<file path="src/rtl/csa_accum_if.sv">
// Handshake bundle for csa_accum: operand stream in, resolved sum out.
interface csa_accum_if #(
  parameter int unsigned W     = 90,
  parameter int unsigned CNT_W = 8
);
  logic             in_valid;
  logic             in_ready;
  logic [W-1:0]     in_data;
  logic             in_sub;
  logic             in_last;
  logic             out_valid;
  logic             out_ready;
  logic [W-1:0]     out_sum;
  logic [CNT_W-1:0] out_beats;

  modport master (
    output in_valid, in_data, in_sub, in_last, out_ready,
    input  in_ready, out_valid, out_sum, out_beats
  );

  modport slave (
    input  in_valid, in_data, in_sub, in_last, out_ready,
    output in_ready, out_valid, out_sum, out_beats
  );
endinterface

</file>
<file path="src/rtl/csa_accum.sv">
// Multi-operand accumulator holding its total in carry-save form; the final
// total is resolved by a CPA_W-bit carry-propagate pass over NCHUNK cycles.
module csa_accum #(
  parameter int unsigned W     = 90,
  parameter int unsigned CPA_W = 30,
  parameter int unsigned CNT_W = 8
) (
  input logic        clk,
  input logic        rst_n,
  input logic        clr,
  csa_accum_if.slave bus
);
  localparam int unsigned NCHUNK = (W + CPA_W - 1) / CPA_W;
  localparam int unsigned PW     = NCHUNK * CPA_W;
  localparam int unsigned KW     = $clog2(NCHUNK + 1);

  localparam logic [1:0] StAcc = 2'd0;
  localparam logic [1:0] StRes = 2'd1;
  localparam logic [1:0] StOut = 2'd2;

  logic [1:0]       state_q, state_d;
  logic [W-1:0]     s_q, s_d, c_q, c_d;
  logic [PW-1:0]    res_q, res_d;
  logic [KW-1:0]    k_q, k_d;
  logic             cy_q, cy_d;
  logic [CNT_W-1:0] cnt_q, cnt_d;

  logic [W-1:0]     x, maj;
  logic [PW-1:0]    s_pad, c_pad;
  logic [CPA_W:0]   slice_sum;
  logic             accept;

  assign bus.in_ready  = (state_q == StAcc) && !clr;
  assign bus.out_valid = (state_q == StOut);
  assign bus.out_sum   = res_q[W-1:0];
  assign bus.out_beats = cnt_q;

  assign accept = bus.in_valid && bus.in_ready;
  // Subtract as ~x + 1; the +1 rides in the free carry LSB.
  assign x      = bus.in_sub ? ~bus.in_data : bus.in_data;
  assign maj    = (s_q & c_q) | (s_q & x) | (c_q & x);
  assign s_pad  = PW'(s_q);
  assign c_pad  = PW'(c_q);

  always_comb begin
    slice_sum = '0;
    res_d     = res_q;
    for (int unsigned i = 0; i < NCHUNK; i++) begin
      if (k_q == KW'(i)) begin
        slice_sum = {1'b0, s_pad[i*CPA_W +: CPA_W]} + {1'b0, c_pad[i*CPA_W +: CPA_W]}
                  + (CPA_W + 1)'(cy_q);
        res_d[i*CPA_W +: CPA_W] = slice_sum[CPA_W-1:0];
      end
    end
  end

  always_comb begin
    state_d = state_q;
    s_d     = s_q;
    c_d     = c_q;
    k_d     = k_q;
    cy_d    = cy_q;
    cnt_d   = cnt_q;
    unique case (state_q)
      StAcc: begin
        if (accept) begin
          s_d   = s_q ^ c_q ^ x;
          c_d   = {maj[W-2:0], bus.in_sub};
          cnt_d = (cnt_q == '1) ? cnt_q : cnt_q + 1'b1;
          if (bus.in_last) begin
            state_d = StRes;
            k_d     = '0;
            cy_d    = 1'b0;
          end
        end
      end
      StRes: begin
        // One extra cycle after the last slice keeps result latency at NCHUNK+1.
        if (k_q == KW'(NCHUNK)) begin
          state_d = StOut;
        end else begin
          cy_d = slice_sum[CPA_W];
          k_d  = k_q + 1'b1;
        end
      end
      StOut: begin
        if (bus.out_ready) begin
          state_d = StAcc;
          s_d     = '0;
          c_d     = '0;
          cnt_d   = '0;
        end
      end
      default: state_d = StAcc;
    endcase
    if (clr) begin
      state_d = StAcc;
      s_d     = '0;
      c_d     = '0;
      k_d     = '0;
      cy_d    = 1'b0;
      cnt_d   = '0;
    end
  end

  always_ff @(posedge clk or negedge rst_n) begin
    if (!rst_n) begin
      state_q <= StAcc;
      s_q     <= '0;
      c_q     <= '0;
      res_q   <= '0;
      k_q     <= '0;
      cy_q    <= 1'b0;
      cnt_q   <= '0;
    end else begin
      state_q <= state_d;
      s_q     <= s_d;
      c_q     <= c_d;
      res_q   <= clr ? '0 : ((state_q == StRes && k_q != KW'(NCHUNK)) ? res_d : res_q);
      k_q     <= k_d;
      cy_q    <= cy_d;
      cnt_q   <= cnt_d;
    end
  end
endmodule
</file>
<file path="src/flat_wrapper.sv">
// flat-port wrapper written by rule: the top's interface ports become plain ports
module csa_accum_flat 
#(
  parameter int unsigned W     = 90,
  parameter int unsigned CPA_W = 30,
  parameter int unsigned CNT_W = 8
)
  (clk, rst_n, clr, bus_in_valid, bus_in_data, bus_in_sub, bus_in_last, bus_out_ready, bus_in_ready, bus_out_valid, bus_out_sum, bus_out_beats);
  csa_accum_if #(.W(W), .CNT_W(CNT_W)) bus_i ();
  input logic clk;
  input logic rst_n;
  input logic clr;
  input wire logic [$bits(bus_i.in_valid)-1:0] bus_in_valid;
  input wire logic [$bits(bus_i.in_data)-1:0] bus_in_data;
  input wire logic [$bits(bus_i.in_sub)-1:0] bus_in_sub;
  input wire logic [$bits(bus_i.in_last)-1:0] bus_in_last;
  input wire logic [$bits(bus_i.out_ready)-1:0] bus_out_ready;
  output wire logic [$bits(bus_i.in_ready)-1:0] bus_in_ready;
  output wire logic [$bits(bus_i.out_valid)-1:0] bus_out_valid;
  output wire logic [$bits(bus_i.out_sum)-1:0] bus_out_sum;
  output wire logic [$bits(bus_i.out_beats)-1:0] bus_out_beats;
  assign bus_i.in_valid = bus_in_valid;
  assign bus_i.in_data = bus_in_data;
  assign bus_i.in_sub = bus_in_sub;
  assign bus_i.in_last = bus_in_last;
  assign bus_i.out_ready = bus_out_ready;
  assign bus_in_ready = bus_i.in_ready;
  assign bus_out_valid = bus_i.out_valid;
  assign bus_out_sum = bus_i.out_sum;
  assign bus_out_beats = bus_i.out_beats;
  csa_accum #(.W(W), .CPA_W(CPA_W), .CNT_W(CNT_W)) u_core (.clk(clk), .rst_n(rst_n), .clr(clr), .bus(bus_i));
endmodule
</file>
<file path="config.mk">
export PLATFORM = sky130hd
export DESIGN_NAME = csa_accum_flat
export DESIGN_NICKNAME = d
export VERILOG_FILES = /design/src/rtl/csa_accum_if.sv /design/src/rtl/csa_accum.sv /design/src/flat_wrapper.sv
export SDC_FILE = /design/constraint.sdc
export NUM_CORES = 1
export LEC_CHECK = 0
export ABC_AREA = 1
export CAP_MARGIN = 30
export CELL_PAD_IN_SITES_DETAIL_PLACEMENT = 0
export CELL_PAD_IN_SITES_GLOBAL_PLACEMENT = 1
export CORE_MARGIN = 4
export CORE_UTILIZATION = 44
export CTS_CLUSTER_DIAMETER = 60
export DETAILED_ROUTE_END_ITERATION = 10
export DONT_BUFFER_PORTS = 1
export PLACE_DENSITY = 0.85
export SLEW_MARGIN = 20
export SYNTH_ARGS = -nofsm -noshare
export SYNTH_HDL_FRONTEND = slang
export SYNTH_SLANG_ARGS = --single-unit
</file>
<file path="constraint.sdc">
create_clock -name clk -period 2 [get_ports clk]
set_input_delay 0.2 -clock clk [delete_from_list [all_inputs] [get_ports clk]]
set_output_delay 0.2 -clock clk [all_outputs]
set_load 0.02 [all_outputs]
</file>
# ---- Word-level counts from Yosys, hierarchy flattened
# Index checks and enable logic that the tools add are counted.
dict set report classes {
  n_reduce_logical 19
  muxes 37
  n_eq_ne 13
  n_addsub 8
  bitwise 8
}
# cell n
set ops {}
lappend ops {{$mux W90} 8}
lappend ops {{$pmux W90 S2} 2}
lappend ops {{$and A89 B89 Y89} 3}
lappend ops {{$xor A90 B90 Y90} 2}
lappend ops {{$or A89 B89 Y89} 2}
lappend ops {{$add A30 B30 Y31} 3}
lappend ops {{$add A31 B1 Y31} 3}
lappend ops {{$mux W31} 3}
lappend ops {{$mux W30} 3}
lappend ops {{$not A90 Y90} 1}
lappend ops {{$mux W8} 4}
lappend ops {{$mux W2} 9}
lappend ops {{$pmux W8 S2} 1}
lappend ops {{$ne A3 B3 Y1 const B} 4}
lappend ops {{$reduce_and A4 Y1} 3}
lappend ops {{$add A8 B1 Y8 const B} 1}
lappend ops {{$eq A8 B8 Y1 const B} 1}
lappend ops {{$reduce_bool A2 Y1} 4}
lappend ops {{$eq A2 B2 Y1 const B} 3}
lappend ops {{$ne A3 B2 Y1 const B} 2}
lappend ops {{$pmux W2 S3} 1}
lappend ops {{$reduce_and A2 Y1} 3}
lappend ops {{$reduce_bool A3 Y1} 2}
lappend ops {{$eq A2 B1 Y1 const B} 2}
lappend ops {{other kinds (9)} 15}
dict set report word_totals {
  output_inout_bits 100
  wordCells 94
  regBits 283
  input_bits 97
}

# ---- Logic depth before layout (Yosys ltp)
# Gate-level depths: netlist of run 1.
dict set report logic_depth {
  word_depth 8
  mapped_depth 16
  ltp_nobuf 16
}

# ---- Least setup slack after synthesis of run 1
# OpenSTA, ideal clock, no wires.
dict set report synth_path {
  path_kind {register -> register}
  from {register u_core.c_q[30] (netlist: u_core.c_pad[30])}
  to {register u_core.res_q[50] (netlist: u_core.bus.out_sum[50])}
  setup_ps 117
  required_time_ps 1883
  path_slack_ps -193
  stages_incl_launch_ff 15
  path_buffers 0
  period_less_slack_ps 2193
  arrival_ps 2075
  path_cell_list {dfrtp_1 > fa_1 > fa_1 > nand2_1 > nand2_1 > nand3b_1 > nand2_1 > nand2_1 > nand2_1 > nand2_1 > nand2_1 > nand2_1 > nand3b_1 > nand3_1 > nand2_1}
}
dict set report synth_via {
  elab_chain_cells 5
}
# element line
set synth_rtl {}
lappend synth_rtl {{start: declaration} csa_accum.sv:22} ;# logic [W-1:0] s_q, s_d, c_q, c_d;
lappend synth_rtl {{start signal: assignment} csa_accum.sv:110} ;# c_q <= '0;
lappend synth_rtl {{start signal: assignment} csa_accum.sv:118} ;# c_q <= c_d;
lappend synth_rtl {{$add A30 B30 Y31} csa_accum.sv:50} ;# slice_sum = {1'b0, s_pad[i*CPA_W +: CPA_W]} + {1'b0, c_pad[i*CPA_W +: CPA_W]}
lappend synth_rtl {{$add A31 B1 Y31} csa_accum.sv:51} ;# + (CPA_W + 1)'(cy_q);
lappend synth_rtl {{$mux W30} csa_accum.sv:49} ;# if (k_q == KW'(i)) begin
lappend synth_rtl {{$mux W90 (2 in series)} csa_accum.sv:119} ;# res_q <= clr ? '0 : ((state_q == StRes && k_q != KW'(NCHUNK)) ? res_d : res_q);
lappend synth_rtl {{end signal: assignment} csa_accum.sv:119}
lappend synth_rtl {{end: declaration} csa_accum.sv:23} ;# logic [PW-1:0] res_q, res_d;
# No other way between the ends. The select of a mux whose other input is x is not followed.
# A chain may end at the register's enable or synchronous reset.

# ---- Worst setup path in the final report of run 1
dict set report layout_path {
  from {register u_core.cy_q}
  to {register u_core.res_q[76] (netlist: u_core.bus.out_sum[76])}
}
dict set report layout_via {
  elab_chain_cells 4
}
# element line
set layout_rtl {}
lappend layout_rtl {{start: declaration} csa_accum.sv:25} ;# logic cy_q, cy_d;
lappend layout_rtl {{start signal: assignment} csa_accum.sv:121} ;# cy_q <= cy_d;
lappend layout_rtl {{$add A31 B1 Y31} csa_accum.sv:51}
lappend layout_rtl {{$mux W30} csa_accum.sv:49}
lappend layout_rtl {{$mux W90 (2 in series)} csa_accum.sv:119}
# No other way between the ends. The select of a mux whose other input is x is not followed.

==> flow_results.org, run 1 <==
** STA
- The final hold violation count was 283.
- The worst pin sits at a relative slew slack of 0.619.
- Post-route clock skew :: 13.0 ps
- Unrepaired setup endpoints after global routing :: true
- The number of pins with negative max-slew slack in the final report is 0.
- Post-layout worst setup margin :: -389 ps
- Final critical path time including I/O delays and setup :: 2390 ps
- At the pin with the least slew margin, the transition time is 569 ps.
- Timing would allow up to 0.419 GHz.
- In the finished design, the share of the clock period the worst path needs comes to 1.19.
- Number of setup violations in the final report :: 70
- On the final layout, the worst hold slack is -659 ps.

** Floorplan
- The die covers 0.0479 mm^2.
- Die Width :: 219 um
- Die Y :: 219 um
- During I/O placement, the number of pins put on the boundary was 197.
- Total number of placement rows :: 76
- Std-Cell Core Area :: 0.0435 mm^2
- Starting density of the core :: 0.450

** Cells and area
- Area taken by multi-input logic gates :: 0.0118 mm^2
- Area added between synthesis and finish :: 27.2%
- Summing all non-filler instances in the final layout gives an area of 0.0249 mm^2.
- Post-layout net count :: 2979
- Layout filler cell count :: 3919
- Register area :: 0.00708 mm^2
- Share of final-layout standard cells stronger than drive strength 1 :: 0.223

** Route
- DRC viols :: 0
- Post-DRT Antenna Nets :: 0
- The detailed router placed 17268 vias in this run.
- Dividing the detail-routed wire length by the instance count gives 17.6 um.
- After detailed routing, the number of vias per cell comes to 5.22.
- In this run, the number of DRC markers left after iteration 0 of detailed routing was 1320.
- The pre-antenna-repair detailed-routing pass consisted of 8 iterations.
- WL final :: 58300 um

** Logic synthesis
- A synthesized cell averages 8.13 um^2.
- Mapped Nets :: 2688
- Counting distinct cell types in the post-synthesis netlist gives 48.
- The biggest area contributor in the post-synthesis netlist is dfrtp_1.
- For this run, asynchronously set or reset flops after synthesis account for 1.00.
- Area share of the largest cell type after synthesis :: 0.362
- Cell area after technology mapping :: 0.0195 mm^2
- Counting flops with a built-in enable in the synthesized netlist gives 0.
- Synthesis inferred 283 register bits.
- Post-synthesis cell count :: 2404
- Largest cells by area after synthesis :: dfrtp_1 (36%), nand2_1 (13%), fa_1 (9.7%)
- For this run, the number of Yosys warnings is 0.
- Seq/Total Area, Yosys :: 0.362
- Most instantiated flip-flop cell in the synthesis netlist :: dfrtp_1

** Pwr
- Leakage component of the power :: 11.3 nW
- Total power per unit cell area :: 970 mW/mm^2
- VDD sags by at most 0.529 mV.

** GRT
- Wire length of the first global-routing pass :: 93100 um
- Via count of the first global-routing pass :: 17228
- GR Overflow Total :: 0
- Maximum number of pins on one net before global-route repair :: 284
- Antenna violations before repair :: 1
- Total track usage :: 0.241

** CTS
- TritonCTS built the clock tree.
- Clock sinks :: 283
- Clock Tree Buf Depth :: 3
- Clock insertion delay at the later pin of the skew report :: 560 ps
- In this run the number of H-tree levels came out at 2.
- Clock tree synthesis inserted a total of 38 buffers.
- Master cell of the clock root buffer :: clkbuf_16
- Clock transition at the registers of the reported paths :: 60 ps

** Worst setup path
- STA puts the critical path data required time at 2480 ps.
- Data arrival time of the critical path :: 2870 ps
- For flop-to-flop paths, the worst setup slack is -390 ps.
- In this design, the stage delay of the slowest critical-path cell is 450 ps.
- Master of the slowest instance on the critical path :: dfrtp_2
- Startpoint-to-endpoint class of the critical path :: reg -> reg
- Endpoint type of the worst setup path :: flip-flop
- Startpoint type of the worst setup path :: flip-flop
- CP cell instances :: buf_6, fa_2, fa_2, nand2_2, nand2_2, and2_4, a21oi_4, buf_4, nor2_2, o21ai_1, nand2_1, o21ai_2
- Largest fanout on the critical path :: 3

** Placement
- Routability cong. :: 0.923
- # port buffers :: 0
- At the placement stage, the worst setup path has a slack of -408 ps.
- Half-perimeter wire length after placement :: 42200 um
- Cell area reported after detailed placement :: 0.0223 mm^2

** Job
- Across the run, the number of max-cap violations was 0.

** Run status
- Violated checks :: hold timing, setup timing
- The run finished, with violations left.

** Min path
- The worst hold path belongs to the class in -> async.
-- timing repair --
item,in CTS,in global routing
hold buffers,10,1
gates resized for setup,133,176
buffers inserted,15,27
pin swaps,45,77
endpoints found under the setup margin,71,85
endpoints found under the hold margin,300,293
-- synth_stat cells, types with 2 or more instances --
cell type  instances
fa_1              95
a31o_2             2
nand2_1          652
nor2_4             3
o21ai_0          118
nand3b_1           9
xnor2_1           93
a21o_1             6
clkbuf_1          23
a21boi_0           4
buf_1              6
ha_1              92
dfrtp_1          283
nand3_1           67
inv_1            301
inv_2              8
and2_1             5
o21bai_1          14
nor3_1            28
or2_2              6
a21boi_1           2
a22o_1             7
o31ai_1          171
a21oi_1          135
nand4_1            6
o31ai_2           11
a32o_1             4
buf_4             10
o21ai_1           10
o211ai_1           2
nor2_1           156
o21a_1            10
buf_2             44
xor2_1             7
-- per-stage QoR --
step                      hold slack, ps   util  setup TNS, ps  power (mW)  std cells
after detailed placement           -82.9  0.514         -13910        16.7       3201
after CTS                           -677  0.556         -11030        23.7       3294
final                               -659  0.572         -13140        24.1       3310
after global placement             -84.1  0.514         -10100        16.4       3201
after global routing                -680  0.572         -21610        25.8       3310
after floorplan                    -95.6      -           -335        12.9       2404
-- critical path, delay by kind of cell, from the launching register on --
kind | cells | cell delay (ps)
AOI/OAI and AO/OA | 3 | 390
adders and majority gates | 2 | 750
buffers and inverters | 2 | 280
DFF | 1 | 450
and+or+nand+nor | 5 | 440
-- power by group --
group	leakage (nW)	internal [mW]	switching, mW	total [mW]
logic	6.89	4.55	5.30	9.85
registers	3.82	6.71	0.957	7.67
clock network	0.569	3.89	2.71	6.60
-- logic make-up after synthesis --
group / synth area share
buffers and inverters: 0.0811
xor gates and xnor gates: 0.0448
adders and majority gates: 0.156
AOI/OAI and AO/OA: 0.163
and+or+nand+nor: 0.192
DFF: 0.362
-- routing by layer --
| layer | track usage | part of all wire |
|---|---|---|
| met4 | 0.0672 | 0.019 |
| met3 | 0.0525 | 0.067 |
| met1 | 0.336 | 0.44 |
| met5 | 0 | 0 |
| met2 | 0.384 | 0.47 |
-- path summary, 6_finish.rpt --
check,depth (start not counted),to,start
setup / recovery,12,u_core.bus.out_sum[76],u_core.cy_q
hold / removal,0,u_core.bus.out_sum[57],rst_n
setup reg to reg,12,u_core.bus.out_sum[76],u_core.cy_q
hold reg to reg,2,u_core.c_pad[89],u_core.c_pad[89]
max in group asynchronous,0,u_core.cy_q,rst_n
min in group clk,5,u_core.bus.out_beats[1],clr
-- layout by cell type (no fill, tap or decap), drive strengths merged, types with 4 or more instances in the layout --
cell type,synthesis,final
nand2,654,654
buf,61,326
inv,310,310
dfrtp,283,283
o31ai,182,182
nor2,160,160
a21oi,136,136
o21ai,129,129
fa,95,95
xnor2,93,93
ha,92,92
nand3,67,67
clkbuf,23,57
nor3,29,29
o21bai,14,14
o21a,10,10
nand3b,9,9
dlygate4sd3,0,9
a22o,7,7
xor2,7,7
clkinv,1,7
or2,7,7
a21o,6,6
nand4,6,6
a21boi,6,6
clkinvlp,0,5
and2,5,5
a32o,4,4
-- state kept, by name, indices dropped and copies added (netlist names) --
register	flops
u_core.state_q	2
u_core.c_pad	90
u_core.bus.out_beats	8
u_core.k_q	2
u_core.s_pad	90
u_core.bus.out_sum	90
u_core.cy_q	1
-- area by class of cell --
type                            instances  area share
Clock inverter                         12     0.00428
Antenna cell                            1    0.000101
Tap cell                              585      0.0294
Sequential cell                       283       0.285
Inverter                              311      0.0475
Timing Repair Buffer                  335       0.114
Multi-Input combinational cell       1726       0.476
Clock buffer                           57      0.0436
(Power assumes the default switching activity.)
==> inputs of run 2 (changes only) <==
==> constraint.sdc (replaced) <==
create_clock -name clk -period 2 [get_ports clk]
set_input_delay 0.1 -clock clk [delete_from_list [all_inputs] [get_ports clk]]
set_output_delay 0.1 -clock clk [all_outputs]
set_load 0.02 [all_outputs]
==> flow_results.org, run 2 (synthesis gave the netlist of run 1 again) <==
** Placement
- The number of input and output port buffers inserted came to 0 (unchanged).
- Place WS :: -408 ps (unchanged)
- Half-perimeter wire length after placement :: 42200 um (unchanged)
- Routability cong. :: 0.923 (unchanged)

** Worst setup path
- The data arrival time of the critical path was 2870 ps (about the same).
- The terminus of the critical flop-to-flop path is u_core.bus.out_sum[76] (unchanged).
- Endpoint type of the worst setup path :: flip-flop (unchanged)
- Reg2Reg Depth :: 12 (unchanged)
- The element type at the critical path start is a flip-flop (unchanged).
- The class of the most critical setup path is reg -> reg (unchanged).
- The launch point of the worst reg-to-reg path was u_core.cy_q (unchanged).
- The largest fanout on the critical path was 3 (unchanged).
- Register-to-register path setup slack :: -390 ps (about the same)
- Required time of the critical path :: 2480 ps (about the same)

** Floorplan
- Die Y :: 219 um (unchanged)
- Overall die area :: 0.0479 mm^2 (unchanged)
- The placement row count came to 76 (unchanged).
- The initial standard-cell utilization of the core was 0.450 (unchanged).
- The core area came to 0.0435 mm^2 (unchanged).
- Number of top-level pins :: 197 (unchanged)
- Die Width :: 219 um (unchanged)

** Route
- Routed WL per cell :: 18.0 um (was 17.6 um)
- Number of search-and-repair iterations in the first detailed-routing pass :: 6 (was 8)
- WL final :: 60900 um (was 58300 um)
- The post-detailed-route via-to-cell ratio was 5.23 (was 5.22).
- The DRC violations left is 0 (unchanged).
- The count of antenna-violating nets left after detailed routing came to 0 (unchanged).
- The DRC violation total after the first TritonRoute iteration came to 1271 (was 1320).
- The total vias in the final route was 17720 (was 17268).

** Pwr
- The maximum vdd ir drop was 0.531 mV (was 0.529 mV).
- Total power per unit cell area :: 947 mW/mm^2 (was 970 mW/mm^2)
- Leakage component of the power :: 11.6 nW (was 11.3 nW)
- The post-route total power is 24.3 mW (was 24.1 mW).

** STA
- Final number of hold-violating endpoints :: 283 (unchanged)
- The clock skew is 15.5 ps (was 13.0 ps).
- The final worst hold slack is -759 ps (was -659 ps).
- The clock period minus worst slack is 2390 ps (about the same).
- Number of setup violations in the final report :: 69 (was 70)
- Highest Clock Rate :: 0.419 GHz (about the same)
- Unrepaired setup endpoints after global routing: true (unchanged).
- Post-layout worst setup margin :: -388 ps (was -389 ps)
- The ratio of final minimum period to clock period came to 1.19 (about the same).
- Final Slew Violations :: 0 (unchanged)
- Measured slew at the worst slew-check pin :: 1190 ps (was 569 ps)
- The remaining max-slew budget at the tightest pin is 0.208 (was 0.619).

** GRT
- The total overflow reported by the global router came to 0 (unchanged).
- Via count of the first global-routing pass :: 17687 (was 17228)
- The number of antenna violations at the first check in global routing came to 0 (was 1).
- The first-pass GRT wire length was 96600 um (was 93100 um).
- Maximum number of pins on one net before global-route repair :: 284 (unchanged)
- Total track usage :: 0.252 (was 0.241)

** Cells and area
- Commonest non-fill, non-tap cell in the layout :: nand2_1 (unchanged)
- Layout filler cell count :: 3819 (was 3919)
- Area added between synthesis and finish :: 31.5% (was 27.2%)
- Most frequent cells in the layout :: nand2_1 (587), inv_1 (295), dfrtp_1 (282) (was nand2_1 (588), inv_1 (295), dfrtp_1 (282))
- The number of diodes added for antenna fixing came to 0 (was 1).
- The fraction of final layout cells with drive strength greater than 1 was 0.218 (was 0.223).
- Post-layout net count :: 3059 (was 2979)

** CTS
- Clock transition at the registers of the reported paths :: 60 ps (about the same)
- Clock buffers created by TritonCTS :: 38 (unchanged)
- The total number of clock tree sinks is 283 (unchanged).
- The clock latency at the later pin of the worst-skew pair came to 550 ps (was 560 ps).
- CTS HTree Levels :: 2 (unchanged)
- Clock Tree Buf Depth :: 3 (unchanged)
- CTS tree :: done (unchanged)
- Master cell of the clock root buffer :: clkbuf_16 (unchanged)

** Run status
- Result of the run :: finished, violations left (unchanged)
- Violated checks :: hold timing, setup timing (unchanged)

** Min path
- The path class of the lowest-slack min-delay path was in -> async (unchanged).

** Job
- The max-cap violation count is 0 (unchanged).
## run 2: through the flow
stage	setup TNS (ps)	instance area (um^2)	hold slack (ps)	utilization	instances
2_1_floorplan	-335	19600	-196	-	2404
3_3_place_gp	-10100	22300	-184	0.514	3201
3_5_place_dp	-13910	22300	-183	0.514	3201
4_1_cts	-11030	25000	-777	0.575	3374
5_1_grt	-21650	25700	-780	0.592	3389
6_report	-13380	25700	-759	0.592	3389
## run 2: how the worst max path moves through the flow
stage                             endpoint  slack [ps]             start  cells after the start
global route        u_core.bus.out_sum[82]        -480       u_core.cy_q                     14
detailed placement  u_core.bus.out_sum[78]        -410       u_core.cy_q                     14
CTS                 u_core.bus.out_sum[50]        -380       u_core.cy_q                     15
floorplan           u_core.bus.out_sum[44]         -60  u_core.s_pad[30]                     11
finish              u_core.bus.out_sum[76]        -390       u_core.cy_q                     12
global placement    u_core.bus.out_sum[52]        -370       u_core.cy_q                     15
## run 2: worst max-delay path, cell delays in order (launching register included)
cell     delay (ps)
dfrtp_2         450
buf_6           150
fa_2            370
fa_2            380
nand2_2          90
nand2_2          60
and2_4          160
a21oi_4         150
buf_4           140
nor2_2           40
o21ai_1         120
nand2_1          90
o21ai_2         120
## run 2: cell type report
| cell class | count | area [um^2] | share of cell area |
|---|---|---|---|
| Multi-Input combinational cell | 1726 | 11800 | 0.461 |
| Sequential cell | 283 | 7080 | 0.276 |
| Timing Repair Buffer | 415 | 3670 | 0.143 |
| Inverter | 311 | 1180 | 0.0461 |
| Clock buffer | 57 | 1080 | 0.0422 |
| Tap cell | 585 | 732 | 0.0285 |
| Clock inverter | 12 | 106 | 0.00414 |
## run 2: layer usage
metal,vias up,global-route usage,share of wire
li1,8598,-,-
met3,86,0.0514,0.067
met2,484,0.405,0.47
met4,0,0.0773,0.025
met5,-,0,0
met1,8552,0.347,0.43
## run 2: what timing repair did
item	in CTS	in global routing
hold buffers	90	1
gates resized for setup	133	180
hold endpoints to repair	487	286
endpoints found under the setup margin	71	89
gates cloned	0	0
buffers inserted	15	27
pin swaps	45	77
## run 2: power breakdown
group / total, mW / leakage [nW] / internal (mW) / switching (mW)
Combinational: 10.1 / 7.25 / 4.66 / 5.41
Sequential: 7.67 / 3.82 / 6.71 / 0.959
Clock: 6.60 / 0.569 / 3.89 / 2.71
Total: 24.3 / 11.6 / 15.3 / 9.08
==> inputs of run 3 (changes only) <==
--- a/constraint.sdc
+++ b/constraint.sdc
@@ -3,2 +3,2 @@
 set_output_delay 0.1 -clock clk [all_outputs]
-set_load 0.02 [all_outputs]
+set_load 0.005 [all_outputs]
==> flow_results.org, run 3 (synthesis gave the netlist of run 1 again) <==
** Run status
- Result of the run: finished, violations left (unchanged).
- Violated checks: hold timing, setup timing (unchanged).

** STA
- Worst slack on hold paths :: -744 ps (was -759 ps)
- Unrepaired setup endpoints after global routing: true (unchanged).
- Max-slew headroom at the worst pin :: 0.270 (was 0.208)
- Final number of hold-violating endpoints :: 283 (unchanged)
- Final Slew Violations :: 0 (unchanged)
- Highest Clock Rate :: 0.426 GHz (was 0.419 GHz)
- Number of setup violations in the final report :: 53 (was 69)
- Period utilisation layout :: 1.17 (was 1.19)
- Setup TNS Final :: -11170 ps (was -13380 ps)
- Final critical path time including I/O delays and setup :: 2350 ps (was 2390 ps)
- The clock skew came to 20.3 ps (was 15.5 ps).
- Post-layout worst setup margin :: -347 ps (was -388 ps)
- Measured slew at the worst slew-check pin :: 1100 ps (was 1190 ps)

** Placement
- The routability congestion estimate from global placement was 0.909 (was 0.923).
- Half-perimeter wire length after placement :: 42200 um (about the same)
- # port buffers :: 0 (unchanged)

** GRT
- The total overflow reported by the global router was 0 (unchanged).
- Total track usage :: 0.248 (was 0.252)
- The number of global-route vias before repair was 17776 (was 17687).
- Antenna violations before repair :: 2 (was 0)
- Maximum number of pins on one net before global-route repair :: 284 (unchanged)
- Wire length of the first global-routing pass :: 95700 um (was 96600 um)

** Worst setup path
- CP cell instances :: fa_2, fa_2, nand2_2, nand2_2, nand3b_1, nand2_4, nand2_4, nand2_8, nand2_4, nand2_4, nand2_2, nand3b_1, nand3_1, nand2_1 (was buf_6, fa_2, fa_2, nand2_2, nand2_2, and2_4, a21oi_4, buf_4, nor2_2, o21ai_1, nand2_1, o21ai_2)
- The data required time of the critical path is 2430 ps (was 2480 ps).
- Crit path largest cell delay :: 430 ps (was 450 ps)
- Reg2Reg Depth :: 14 (was 12)
- The terminus of the critical flop-to-flop path was u_core.bus.out_sum[20] (was u_core.bus.out_sum[76]).
- Worst Path Buf+Inv :: 0 (was 2)
- Crit-path leading delay family :: simple AND/OR/NAND/NOR gates (was adder cells)
- The type of element capturing the critical path was a flip-flop (unchanged).
- The cell type of the slowest stage on the worst timing path is fa_2 (was dfrtp_2).
- Largest fanout on the critical path :: 4 (was 3)
- In this design, the critical path's most frequently occurring cell is nand2_4.
- The setup slack on the worst flop-to-flop path is -350 ps (was -390 ps).
- The element type at the critical path start is a flip-flop (unchanged).
- The data arrival time of the critical path is 2780 ps (was 2870 ps).
- Startpoint-to-endpoint class of the critical path :: reg -> reg (unchanged)
- The launch point of the worst reg-to-reg path is u_core.c_pad[0] (was u_core.cy_q).

** CTS
- The level count of the clock H-tree came to 2 (unchanged).
- The total number of clock tree sinks came to 283 (unchanged).
- Master cell of the clock root buffer :: clkbuf_16 (unchanged)
- The maximum clock path buffer count was 3 (unchanged).
- The number of buffers added by the clock tree synthesis step came to 37 (was 38).
- Clock transition at the registers of the reported paths :: 60 ps (about the same)
- The clock latency at the later pin of the worst-skew pair was 550 ps (about the same).
- CTS tree :: done (unchanged)

** Cells and area
- The area growth from synthesis to layout came to 32.6% (was 31.5%).
- The fraction of final layout cells with drive strength greater than 1 is 0.236 (was 0.218).
- Most frequent cells in the layout: nand2_1 (583), inv_1 (296), dfrtp_1 (281) (was nand2_1 (587), inv_1 (295), dfrtp_1 (282)).
- Diodes inserted :: 0 (unchanged)
- The commonest non-fill, non-tap cell in the layout is nand2_1 (unchanged).
- The count of nets after finishing came to 3036 (was 3059).

** Route
- Via-per-instance ratio :: 5.23 (about the same)
- DRC viols :: 0 (unchanged)
- The total vias in the final route came to 17564 (was 17720).
- The count of antenna-violating nets left after detailed routing was 0 (unchanged).
- The DRC violation total after the first TritonRoute iteration came to 1178 (was 1271).
- Number of search-and-repair iterations in the first detailed-routing pass :: 6 (unchanged)
- Routed WL per cell :: 17.8 um (was 18.0 um)
- The final routed wirelength across all metal layers came to 59900 um (was 60900 um).

** Floorplan
- Die Width :: 219 um (unchanged)
- The core area came to 0.0435 mm^2 (unchanged).
- Total number of placement rows :: 76 (unchanged)
- Die Y :: 219 um (unchanged)
- Number of top-level pins :: 197 (unchanged)
- Starting density of the core :: 0.450 (unchanged)
- Overall die area :: 0.0479 mm^2 (unchanged)

** Job
- Number of maximum-capacitance violations :: 0 (unchanged)

** Pwr
- The fraction of power spent switching nets was 0.364 (was 0.373).
- Leakage component of the power :: 11.5 nW (was 11.6 nW)
- Total power per unit cell area :: 960 mW/mm^2 (was 947 mW/mm^2)
- Combinational share of power :: 0.413 (was 0.414)
- Share of power burned in registers :: 0.308 (was 0.315)
- The power dissipated by switching net loads was 9.07 mW (was 9.08 mW).
- The clock network fraction of total power came to 0.279 (was 0.271).
- Worst ir drop on vdd :: 0.553 mV (was 0.531 mV)
- The internal cell power was 15.8 mW (was 15.3 mW).

** Min path
- Path class of the lowest-slack min-delay path :: in -> async (unchanged)
[run 3: per-stage QoR]
| stage | utilization | setup slack [ps] | power, mW | instance area, um^2 | cells |
|---|---|---|---|---|---|
| finish | 0.597 | -347 | 24.9 | 25900 | 3359 |
| global route | 0.597 | -497 | 26.6 | 25900 | 3359 |
| CTS | 0.574 | -325 | 24.1 | 24900 | 3348 |
| detailed placement | 0.513 | -381 | 16.5 | 22300 | 3191 |
| global placement | 0.513 | -369 | 16.2 | 22300 | 3191 |
| floorplan | - | -61.3 | 12.8 | 19600 | 2404 |
[run 3: layout make-up]
cell class	instances	area, um^2
clock buffer	48	1040
fill	3782	17500
clock inverter	13	208
tap	585	732
timing repair buffer	393	3450
inverter	311	1180
multi-input combinational	1726	12200
sequential	283	7080
[run 3: how the worst max path moves through the flow]
| stage | from | to | slack, ps | cells after the start |
|---|---|---|---|---|
| 2_1_floorplan | u_core.s_pad[30] | u_core.bus.out_sum[44] | -60 | 11 |
| 3_3_place_gp | u_core.cy_q | u_core.cy_q | -370 | 15 |
| 3_5_place_dp | u_core.cy_q | u_core.cy_q | -380 | 15 |
| 4_1_cts | u_core.cy_q | u_core.bus.out_sum[50] | -320 | 15 |
| 5_1_grt | u_core.c_pad[0] | u_core.bus.out_sum[20] | -500 | 14 |
| 6_report | u_core.c_pad[0] | u_core.bus.out_sum[20] | -350 | 14 |
[run 3: routing by layer]
layer  GRT usage  part of all wire  vias to the layer above
met2       0.404              0.47                      405
met1       0.339              0.44                     8511
met5           0           0.00035                        -
met3      0.0562             0.066                       94
met4      0.0609             0.024                        4
li1            -                 -                     8550
[run 3: timing repair]
| action | 4_1_cts | 5_1_grt |
|---|---|---|
| hold buffers | 80 | 1 |
| hold endpoints to repair | 464 | 284 |
| gates cloned | 0 | 0 |
| endpoints found under the setup margin | 69 | 98 |
| setup buffers | 16 | 18 |
| resized for setup | 152 | 218 |
| pin swaps | 40 | 65 |
[run 3: power by group through the flow]
stage	registers [mW]	logic, mW	clock network, mW
after floorplan	7.43	5.32	0
after global placement	7.59	8.66	0
after detailed placement	7.62	8.87	0
after CTS	7.58	9.47	7.08
after global routing	7.80	11.5	7.34
final	7.67	10.3	6.94
